<file path="src/rtl/icache_pkg.sv">
// Shared types and address-field constants for the direct-mapped
// instruction cache.
package icache_pkg;

    localparam int BLOCKS          = 8;
    localparam int WORDS_PER_BLOCK = 4;
    localparam int ADDR_BITS       = 10;

    localparam int WORD_W   = 32;
    localparam int OFFSET_W = 2;
    localparam int INDEX_W  = 3;
    localparam int TAG_W    = 3;
    localparam int BLOCK_W  = 128;
    localparam int BADDR_W  = TAG_W + INDEX_W;

    localparam int OFFSET_LSB = 2;
    localparam int INDEX_LSB  = 4;
    localparam int TAG_LSB    = 7;

    typedef enum logic [1:0] {
        IDLE,
        READ_MEM,
        UPDATE
    } state_t;

    typedef logic [TAG_W-1:0]   tag_t;
    typedef logic [INDEX_W-1:0] index_t;
    typedef logic [BLOCK_W-1:0] block_t;

    function automatic logic [WORD_W-1:0] word_sel(
        input block_t                blk,
        input logic [OFFSET_W-1:0]   off
    );
        return blk[off*WORD_W +: WORD_W];
    endfunction

endpackage

</file>
<file path="src/rtl/instruction_cache_if.sv">
// Block-read bus between the instruction cache (master) and
// instruction memory (slave).
interface instruction_cache_if;
    import icache_pkg::*;

    logic               MEM_READ;
    logic [BADDR_W-1:0] MEM_ADDRESS;
    block_t             MEM_READDATA;
    logic               MEM_BUSYWAIT;

    modport master (
        output MEM_READ,
        output MEM_ADDRESS,
        input  MEM_READDATA,
        input  MEM_BUSYWAIT
    );

    modport slave (
        input  MEM_READ,
        input  MEM_ADDRESS,
        output MEM_READDATA,
        output MEM_BUSYWAIT
    );

endinterface

</file>
<file path="src/rtl/icache_line_array.sv">
// Valid/tag/data storage: one combinational read port, one clocked
// write port, valid bits cleared asynchronously.
module icache_line_array
    import icache_pkg::*;
(
    input  logic   CLK,
    input  logic   RESET,
    input  index_t rd_index,
    output logic   rd_valid,
    output tag_t   rd_tag,
    output block_t rd_data,
    input  logic   wr_en,
    input  index_t wr_index,
    input  tag_t   wr_tag,
    input  block_t wr_data
);

    logic [BLOCKS-1:0] valid;
    tag_t              tags  [BLOCKS];
    block_t            lines [BLOCKS];

    always_ff @(posedge CLK or posedge RESET) begin
        if (RESET) begin
            valid <= '0;
        end else if (wr_en) begin
            valid[wr_index] <= 1'b1;
        end
    end

    // Tag and data need no reset: a line is ignored until its valid bit is set.
    always_ff @(posedge CLK) begin
        if (wr_en) begin
            tags[wr_index]  <= wr_tag;
            lines[wr_index] <= wr_data;
        end
    end

    assign rd_valid = valid[rd_index];
    assign rd_tag   = tags[rd_index];
    assign rd_data  = lines[rd_index];

endmodule

</file>
<file path="src/rtl/instruction_cache.sv">
// Direct-mapped read-only instruction cache: zero-cycle hits, whole
// 16-byte block refill on a miss.
module instruction_cache
    import icache_pkg::*;
(
    input  logic                CLK,
    input  logic                RESET,
    input  logic [31:0]         PC,
    output logic [WORD_W-1:0]   INSTRUCTION,
    output logic                BUSYWAIT,
    instruction_cache_if.master mem
);

    state_t             state;
    logic [BADDR_W-1:0] miss_addr;
    block_t             fill_buf;
    logic               mem_read_q;

    logic                rd_valid;
    tag_t                rd_tag;
    block_t              rd_data;
    logic                hit;
    logic                wr_en;
    index_t              pc_index;
    tag_t                pc_tag;
    logic [OFFSET_W-1:0] pc_offset;
    logic                unused_pc;

    assign pc_offset = PC[OFFSET_LSB +: OFFSET_W];
    assign pc_index  = PC[INDEX_LSB +: INDEX_W];
    assign pc_tag    = PC[TAG_LSB +: TAG_W];
    assign unused_pc = ^{PC[31:ADDR_BITS], PC[OFFSET_LSB-1:0]};

    icache_line_array u_lines (
        .CLK      (CLK),
        .RESET    (RESET),
        .rd_index (pc_index),
        .rd_valid (rd_valid),
        .rd_tag   (rd_tag),
        .rd_data  (rd_data),
        .wr_en    (wr_en),
        .wr_index (miss_addr[INDEX_W-1:0]),
        .wr_tag   (miss_addr[BADDR_W-1:INDEX_W]),
        .wr_data  (fill_buf)
    );

    assign hit   = rd_valid && (rd_tag == pc_tag);
    assign wr_en = (state == UPDATE);

    always_ff @(posedge CLK or posedge RESET) begin
        if (RESET) begin
            state      <= IDLE;
            miss_addr  <= '0;
            fill_buf   <= '0;
            mem_read_q <= 1'b0;
        end else begin
            unique case (state)
                IDLE: begin
                    if (!hit) begin
                        miss_addr  <= PC[INDEX_LSB +: BADDR_W];
                        mem_read_q <= 1'b1;
                        state      <= READ_MEM;
                    end
                end
                READ_MEM: begin
                    if (!mem.MEM_BUSYWAIT) begin
                        fill_buf   <= mem.MEM_READDATA;
                        mem_read_q <= 1'b0;
                        state      <= UPDATE;
                    end
                end
                UPDATE: begin
                    state <= IDLE;
                end
                default: begin
                    mem_read_q <= 1'b0;
                    state      <= IDLE;
                end
            endcase
        end
    end

    // Stall is raised in the very cycle a miss is seen, not a cycle later.
    assign BUSYWAIT    = !RESET && ((state != IDLE) || !hit);
    assign INSTRUCTION = word_sel(rd_data, pc_offset);

    assign mem.MEM_READ    = mem_read_q;
    assign mem.MEM_ADDRESS = miss_addr;

endmodule

</file>
<file path="src/flat_wrapper.sv">
// flat-port wrapper written by rule: the top's interface ports become plain ports
module instruction_cache_flat import icache_pkg::*;
  (CLK, RESET, PC, INSTRUCTION, BUSYWAIT, mem_MEM_READ, mem_MEM_ADDRESS, mem_MEM_READDATA, mem_MEM_BUSYWAIT);
  instruction_cache_if mem_i ();
  input  logic CLK;
  input  logic RESET;
  input  logic [31:0] PC;
  output logic [WORD_W-1:0] INSTRUCTION;
  output logic BUSYWAIT;
  output wire logic [$bits(mem_i.MEM_READ)-1:0] mem_MEM_READ;
  output wire logic [$bits(mem_i.MEM_ADDRESS)-1:0] mem_MEM_ADDRESS;
  input wire logic [$bits(mem_i.MEM_READDATA)-1:0] mem_MEM_READDATA;
  input wire logic [$bits(mem_i.MEM_BUSYWAIT)-1:0] mem_MEM_BUSYWAIT;
  assign mem_MEM_READ = mem_i.MEM_READ;
  assign mem_MEM_ADDRESS = mem_i.MEM_ADDRESS;
  assign mem_i.MEM_READDATA = mem_MEM_READDATA;
  assign mem_i.MEM_BUSYWAIT = mem_MEM_BUSYWAIT;
  instruction_cache u_core (.CLK(CLK), .RESET(RESET), .PC(PC), .INSTRUCTION(INSTRUCTION), .BUSYWAIT(BUSYWAIT), .mem(mem_i));
endmodule
</file>
<file path="config.mk">
export PLATFORM = sky130hd
export DESIGN_NAME = instruction_cache_flat
export DESIGN_NICKNAME = d
export VERILOG_FILES = /design/src/rtl/icache_pkg.sv /design/src/rtl/instruction_cache_if.sv /design/src/rtl/icache_line_array.sv /design/src/rtl/instruction_cache.sv /design/src/flat_wrapper.sv
export SDC_FILE = /design/constraint.sdc
export NUM_CORES = 1
export LEC_CHECK = 0
export CAP_MARGIN = 20
export CORE_ASPECT_RATIO = 1.2
export CORE_UTILIZATION = 52
export DETAILED_ROUTE_END_ITERATION = 10
export PLACE_DENSITY = 0.69
export SYNTH_ARGS = -nofsm -noshare
export SYNTH_HDL_FRONTEND = slang
export SYNTH_SLANG_ARGS = --single-unit
</file>
<file path="constraint.sdc">
create_clock -name CLK -period 24 [get_ports CLK]
set_clock_uncertainty 0.15 [all_clocks]
set_input_delay 4.8 -clock CLK [delete_from_list [all_inputs] [get_ports CLK]]
set_output_delay 4.8 -clock CLK [all_outputs]
set_load 0.02 [all_outputs]
</file>
==> flow_summary.toml, run 1 <==
[outcome]
status = "finished clean"

[yosys]
syn_nets = 1992
yosys-top-cells-area = "edfxtp_1 (70%), mux4_2 (16%), dfrtp_1 (8.1%)"
synth-edff-count = 1048
yosys.area.top_type = "edfxtp_1"
synth_commonest_cells = "edfxtp_1 (1048), mux4_2 (325), mux2_2 (168)"
avgSynthCellArea_um2 = 24.64
synth_seq_cells = 1193
netlist_instances = 1829
yosysTopAreaCellShare_pct = 69.84
synth.yosys.warnings = 0
ys_seq_area_share_pct = 77.90
synth_area_um2 = 45060
async_flop_share_pct = 12.15
ys_types = 30
synth_top_flop_cell = "edfxtp_1"
synth_most_common_cell = "edfxtp_1"

[routing]
wl_per_cell_um = 27.68
via_per_inst = 5.981
postRouteWirelength_mm = 90.77
dr.pass1.iters = 7
initialDrtViolationCount = 1673
drc = 0
num_vias = 19610
ant_nets = 0

[global_routing]
use_met2_pct = 35.56
antenna_found_initial = 4
grtUsageMet3_pct = 4.132
top_usage_layer = "met2"
grt_max_degree = 133
use_met1_pct = 28.52
grt_use_total_pct = 21.24
grt_pass1_wl_mm = 136.5
first_global_vias = 21330
grt-ovfl-total = 0

[hold_path]
hp-class = "register to register"
holdCritStartpoint = "u_core.u_lines.valid[4]$_DFFE_PP0P_"

[sta]
finalCritPeriodShare_pct = 59.82
fmax_mhz = 69.66
setup_viol = 0
worstMarginPinSlew_ns = 1.040
slew_viol_final = 0
period_minus_slack_ns = 14.36
final-hold-violation-count = 0
fin_tns_setup_ns = 0
rsz0062_at_grt = "no"
relSlewSlack_pct = 30.65

[flow_run]
drv_cap = 0

[clocking]
numCtsBuffers = 113
path_clk_slew_ns = 0.06
clock_latency_ns = 0.67
htree_levels = 3
cts_tree = "built"
cts_hold_buf = 0
cts.sinks = 1193
cts_resized = 0
cts_setup_buffers = 0
root_buffer = "clkbuf_16"
clockBufferDepth = 3

[placed_design]
hpwl_mm = 44.72
dp.cells = 3065
routabilityCongestion = 0.7428
io_buffer_count = 178
place_area_um2 = 48170

[critical_path]
r2r_slack_ns = 20.91
worstRegToRegCells = 4
cp.required_ns = 19.05
critPathCaptureType = "output port"
cpPeakStageDelay_ns = 0.90
endpoint = "INSTRUCTION[27]"
arrival_ns = 9.41
reg2reg_from = "u_core.mem.MEM_ADDRESS[1]$_DFFE_PP0P_"
cp_cell_sequence = "buf_8 -> buf_4 -> buf_4 -> mux4_2 -> mux4_2 -> mux2_2 -> clkdlybuf4s50_1"
critPathMaxFanout = 76
crit_type = "primary input to output port"
slowest_stage = "buf_4"
r2r_end = "u_core.u_lines.lines[4][18]$_DFFE_PP_"
setup.worst_path.start = "PC[4]"
cp-start-kind = "primary input"

[floorplan]
die_h_um = 324.5
die_w_um = 270.7
num_rows = 117
start_util_pct = 52.80
coreArea_um2 = 85350
io_pins = 203
die_area_um2 = 87840

[power]
p_total_mw = 5.205
ir_drop_v = 0.00009433
power_density_nw_per_um2 = 100.2
p_leak_nw = 16.65

[layout]
synthToLayoutAreaGrowth_pct = 15.25
nFillCells = 5760
stdcell_count = 3279
final_util_pct = 60.85
drive_gt1_share_pct = 32.82
nNetsFinal = 2215
design_area_um2 = 51930
## state kept, by name, summed over array words and instances (netlist names)
name	cells
u_core.fill_buf	128
u_core.mem.MEM_ADDRESS	6
u_core.mem.MEM_READ	1
u_core.state	2
u_core.u_lines.lines	1024
u_core.u_lines.tags	24
u_core.u_lines.valid	8
## cells by family (layout without fill, tap and decap cells)
family / Yosys count / in the layout / synth area share [%]
xor gates and xnor gates: 2 / 2 / 0.03888
AOI/OAI and AO/OA: 7 / 7 / 0.1305
muxes: 499 / 499 / 20.61
other: 0 / 1 / 0
and+or+nand+nor: 33 / 33 / 0.3915
buffers and inverters: 95 / 414 / 0.9302
DFF: 1193 / 1193 / 77.90
## metal layers
layer	part of all wire (%)	wire length, µm
met5	0.037	34
met3	6.3	5688
met1	40	36510
met4	2.2	1955
met2	51	46590
## worst max-delay path: cells and delay by family
| kind | cells | cell delay, ns |
|---|---|---|
| multiplexers | 3 | 1.38 |
| buffers and inverters | 4 | 3.08 |
## cell usage in the layout, fill, tap and decap left out, drive strengths merged
master / count
o31ai: 1
nor2: 6
mux2: 168
clkinvlp: 4
or3b: 1
clkinv: 45
nand2b: 1
o22ai: 1
nor4: 1
o21ai: 2
a21oi: 1
xor2: 1
clkbuf: 145
mux2i: 5
diode: 1
nor3: 7
mux4: 326
xnor2: 1
or2: 8
inv: 6
clkdlybuf4s50: 173
buf: 28
dfrtp: 145
nor2b: 2
nand3b: 2
a211oi: 1
a22o: 1
nand3: 1
edfxtp: 1048
nand2: 4
bufinv: 13
## worst min-delay path by stage
stage	to	slack (ns)	depth (start not counted)
6_report	u_core.u_lines.valid[4]$_DFFE_PP0P_	0.32	1
3_5_place_dp	u_core.u_lines.valid[4]$_DFFE_PP0P_	0.30	1
4_1_cts	u_core.u_lines.valid[4]$_DFFE_PP0P_	0.32	1
5_1_grt	u_core.u_lines.valid[1]$_DFFE_PP0P_	0.33	1
3_3_place_gp	u_core.u_lines.valid[3]$_DFFE_PP0P_	0.30	1
2_1_floorplan	u_core.u_lines.valid[2]$_DFFE_PP0P_	0.28	1
## layout make-up
cell class | instances | area (µm²) | share of cell area (%)
multi-input cells | 541 | 9594 | 18.48
diodes | 1 | 2.502 | 0.004819
repair buffers | 201 | 2107 | 4.058
well taps | 1130 | 1414 | 2.723
inverters | 2 | 12.51 | 0.02409
flip-flops and latches | 1193 | 35100 | 67.59
clock inverters | 66 | 670.6 | 1.291
clock buffers | 145 | 3029 | 5.833
## per-stage QoR
step,worst slack [ns],hold WS [ns]
final,9.644,0.3196
after global routing,9.200,0.3279
after CTS,9.446,0.3182
after detailed placement,9.470,0.3041
after global placement,9.517,0.2950
after floorplan,9.599,0.2837
## where the power goes
part / internal (mW) / switching (mW)
Combinational: 0.238 / 0.216
Sequential: 2.72 / 0.266
Clock: 1.03 / 0.735
Total: 3.99 / 1.22
Note: power is estimated with default switching activity, not from simulation.
==> inputs of run 2 (changes only) <==
PLACE_DENSITY = 0.72   (was 0.69)
clock period = 11.95 ns   (was 24 ns; I/O delays follow)
==> run 2 against run 1 <==
Compared with the run above: register-to-register slack lost 12 ns; first-iteration DRC count grew 13%; highest routed layer unchanged; die area is the same; sequential power grew 100%; worst setup slack lost 6.0 ns; via count grew 0.44%; largest cell class unchanged; critical path type unchanged; critical endpoint is now INSTRUCTION[21].
==> flow_summary.toml, run 2 (synthesis gave the netlist of run 1 again) <==
[sta]
relSlewSlack_pct = 25.01
period_minus_slack_ns = 8.335
worstMarginPinSlew_ns = 1.125
rsz0062_at_grt = "no"
fmax_mhz = 120.0
finalCritPeriodShare_pct = 69.75
setup_ws_ns = 3.615
final-hold-violation-count = 0
fin_tns_setup_ns = 0
setup_viol = 0
slew_viol_final = 0

[global_routing]
grt_use_total_pct = 21.31
grt_max_degree = 133
first_global_vias = 21460
antenna_found_initial = 4
grt_pass1_wl_mm = 137.3
grt-ovfl-total = 0

[layout]
layout_commonest_cell = "edfxtp_1"
design_area_um2 = 52070
n_antenna_cell = 0
regMostFlops = "u_core.u_lines.lines"
most-common-layout-cells = "edfxtp_1 (1048), mux4_2 (325), clkdlybuf4s50_1 (173), mux2_2 (168), dfrtp_1 (145)"
nFillCells = 5666
drive_gt1_share_pct = 33.60
multi_input_area_um2 = 9603
seqCellArea_um2 = 35100
synthToLayoutAreaGrowth_pct = 15.57
largestRegisters = "u_core.u_lines.lines x1024, u_core.fill_buf x128, u_core.u_lines.tags x24"
nNetsFinal = 2219
stdcell_count = 3285
largest_reg_flops = 1024

[critical_path]
cp_cell_sequence = "buf_8 -> buf_4 -> mux4_2 -> mux4_2 -> mux2_2 -> clkdlybuf4s50_1"
cp.required_ns = 9.41
cpPeakStageDelay_ns = 0.74
crit_path_frequent_cell = "mux4_2"
cp-start-kind = "primary input"
crit_type = "primary input to output port"
critPathMaxFanout = 110
arrival_ns = 5.80
critPathCaptureType = "output port"
slowest_stage = "buf_4"
critical_path.top_delay_family = "buffers and inverters"
worst-path-buf-inv = 3

[clocking]
cts_resized = 0
clockBufferDepth = 3
cts_hold_buf = 0
root_buffer = "clkbuf_16"
cts.sinks = 1193
cts_setup_buffers = 0
numCtsBuffers = 113
cts_tree = "built"
htree_levels = 3
path_clk_slew_ns = 0.06
clock_latency_ns = 0.67

[floorplan]
coreArea_um2 = 85350
die_area_um2 = 87840
start_util_pct = 52.80
die_h_um = 324.5
die_w_um = 270.7
num_rows = 117
io_pins = 203

[hold_path]
hp-class = "register to register"

[placed_design]
pre_cts_ws_ns = 3.579
dp.cells = 3070
hpwl_mm = 46.42
routabilityCongestion = 0.7735
place_area_um2 = 48230
io_buffer_count = 178

[routing]
wl_per_cell_um = 27.97
dr.pass1.iters = 5
num_vias = 19700
drc = 0
postRouteWirelength_mm = 91.90
ant_nets = 0
initialDrtViolationCount = 1888
via_per_inst = 5.997

[power]
ir_drop_v = 0.0001355
p_leak_nw = 16.72
power_density_nw_per_um2 = 202.7
p_total_mw = 10.56

[outcome]
status = "finished clean"

[flow_run]
drv_cap = 0
## run 2: cell count changes in the layout (fill, tap and decap cells not counted), moves of 2 or more
cell,previous run,this run
clkbuf_1,25,17
clkinv_2,21,27
buf_16,2,0
buf_12,9,11
clkinv_1,22,18
clkinv_4,1,4
bufinv_16,13,16
clkinvlp_4,4,9
buf_4,14,18
## run 2: worst reg2reg max path, delay by kind of cell, from the launching register on
family	cells	cell delay (ns)
buf+inv	3	1.64
flops	1	0.51
simple gates	1	0.30
mux	1	0.47
## run 2: stage by stage
stage / utilization, % / hold slack [ns]
finish: 61.01 / 0.3196
detailed placement: 56.51 / 0.3022
CTS: 60.99 / 0.3177
floorplan: - / 0.2837
global placement: 56.51 / 0.2959
global route: 61.01 / 0.3296
## run 2: path summary, 6_finish.rpt
check                                                    start                             endpoint  slack [ns]  cells after the start
max                                                      PC[5]                      INSTRUCTION[21]        3.61                      6
min                        u_core.u_lines.valid[3]$_DFFE_PP0P_  u_core.u_lines.valid[3]$_DFFE_PP0P_        0.32                      1
max reg2reg                        u_core.state[0]$_DFFE_PP0P_      u_core.fill_buf[62]$_DFFE_PP0P_        8.77                      5
min reg2reg                u_core.u_lines.valid[3]$_DFFE_PP0P_  u_core.u_lines.valid[3]$_DFFE_PP0P_        0.32                      1
max in group asynchronous                                RESET      u_core.fill_buf[57]$_DFFE_PP0P_        8.33                      3
min in group asynchronous                                RESET          u_core.state[0]$_DFFE_PP0P_        2.00                      2
## run 2: report_power, final
part           internal, mW  switching, mW
logic                 0.478          0.434
clock network          2.14           1.50
registers              5.46          0.545
## run 2: layout make-up
class	instances	share of cell area [%]
Clock inverter	77	1.559
Tap cell	1130	2.715
Inverter	2	0.02403
Timing Repair Buffer	205	4.075
Multi-Input combinational cell	541	18.44
Clock buffer	137	5.781
Sequential cell	1193	67.40
## run 2: metal layers
layer | routed length, µm | vias to the layer above | global-route usage, %
met2 | 47990 | 634 | 36.30
met1 | 35750 | 10690 | 27.91
met5 | 138 | - | 0.8224
met4 | 2094 | 8 | 6.141
li1 | - | 8247 | -
met3 | 5928 | 120 | 4.265
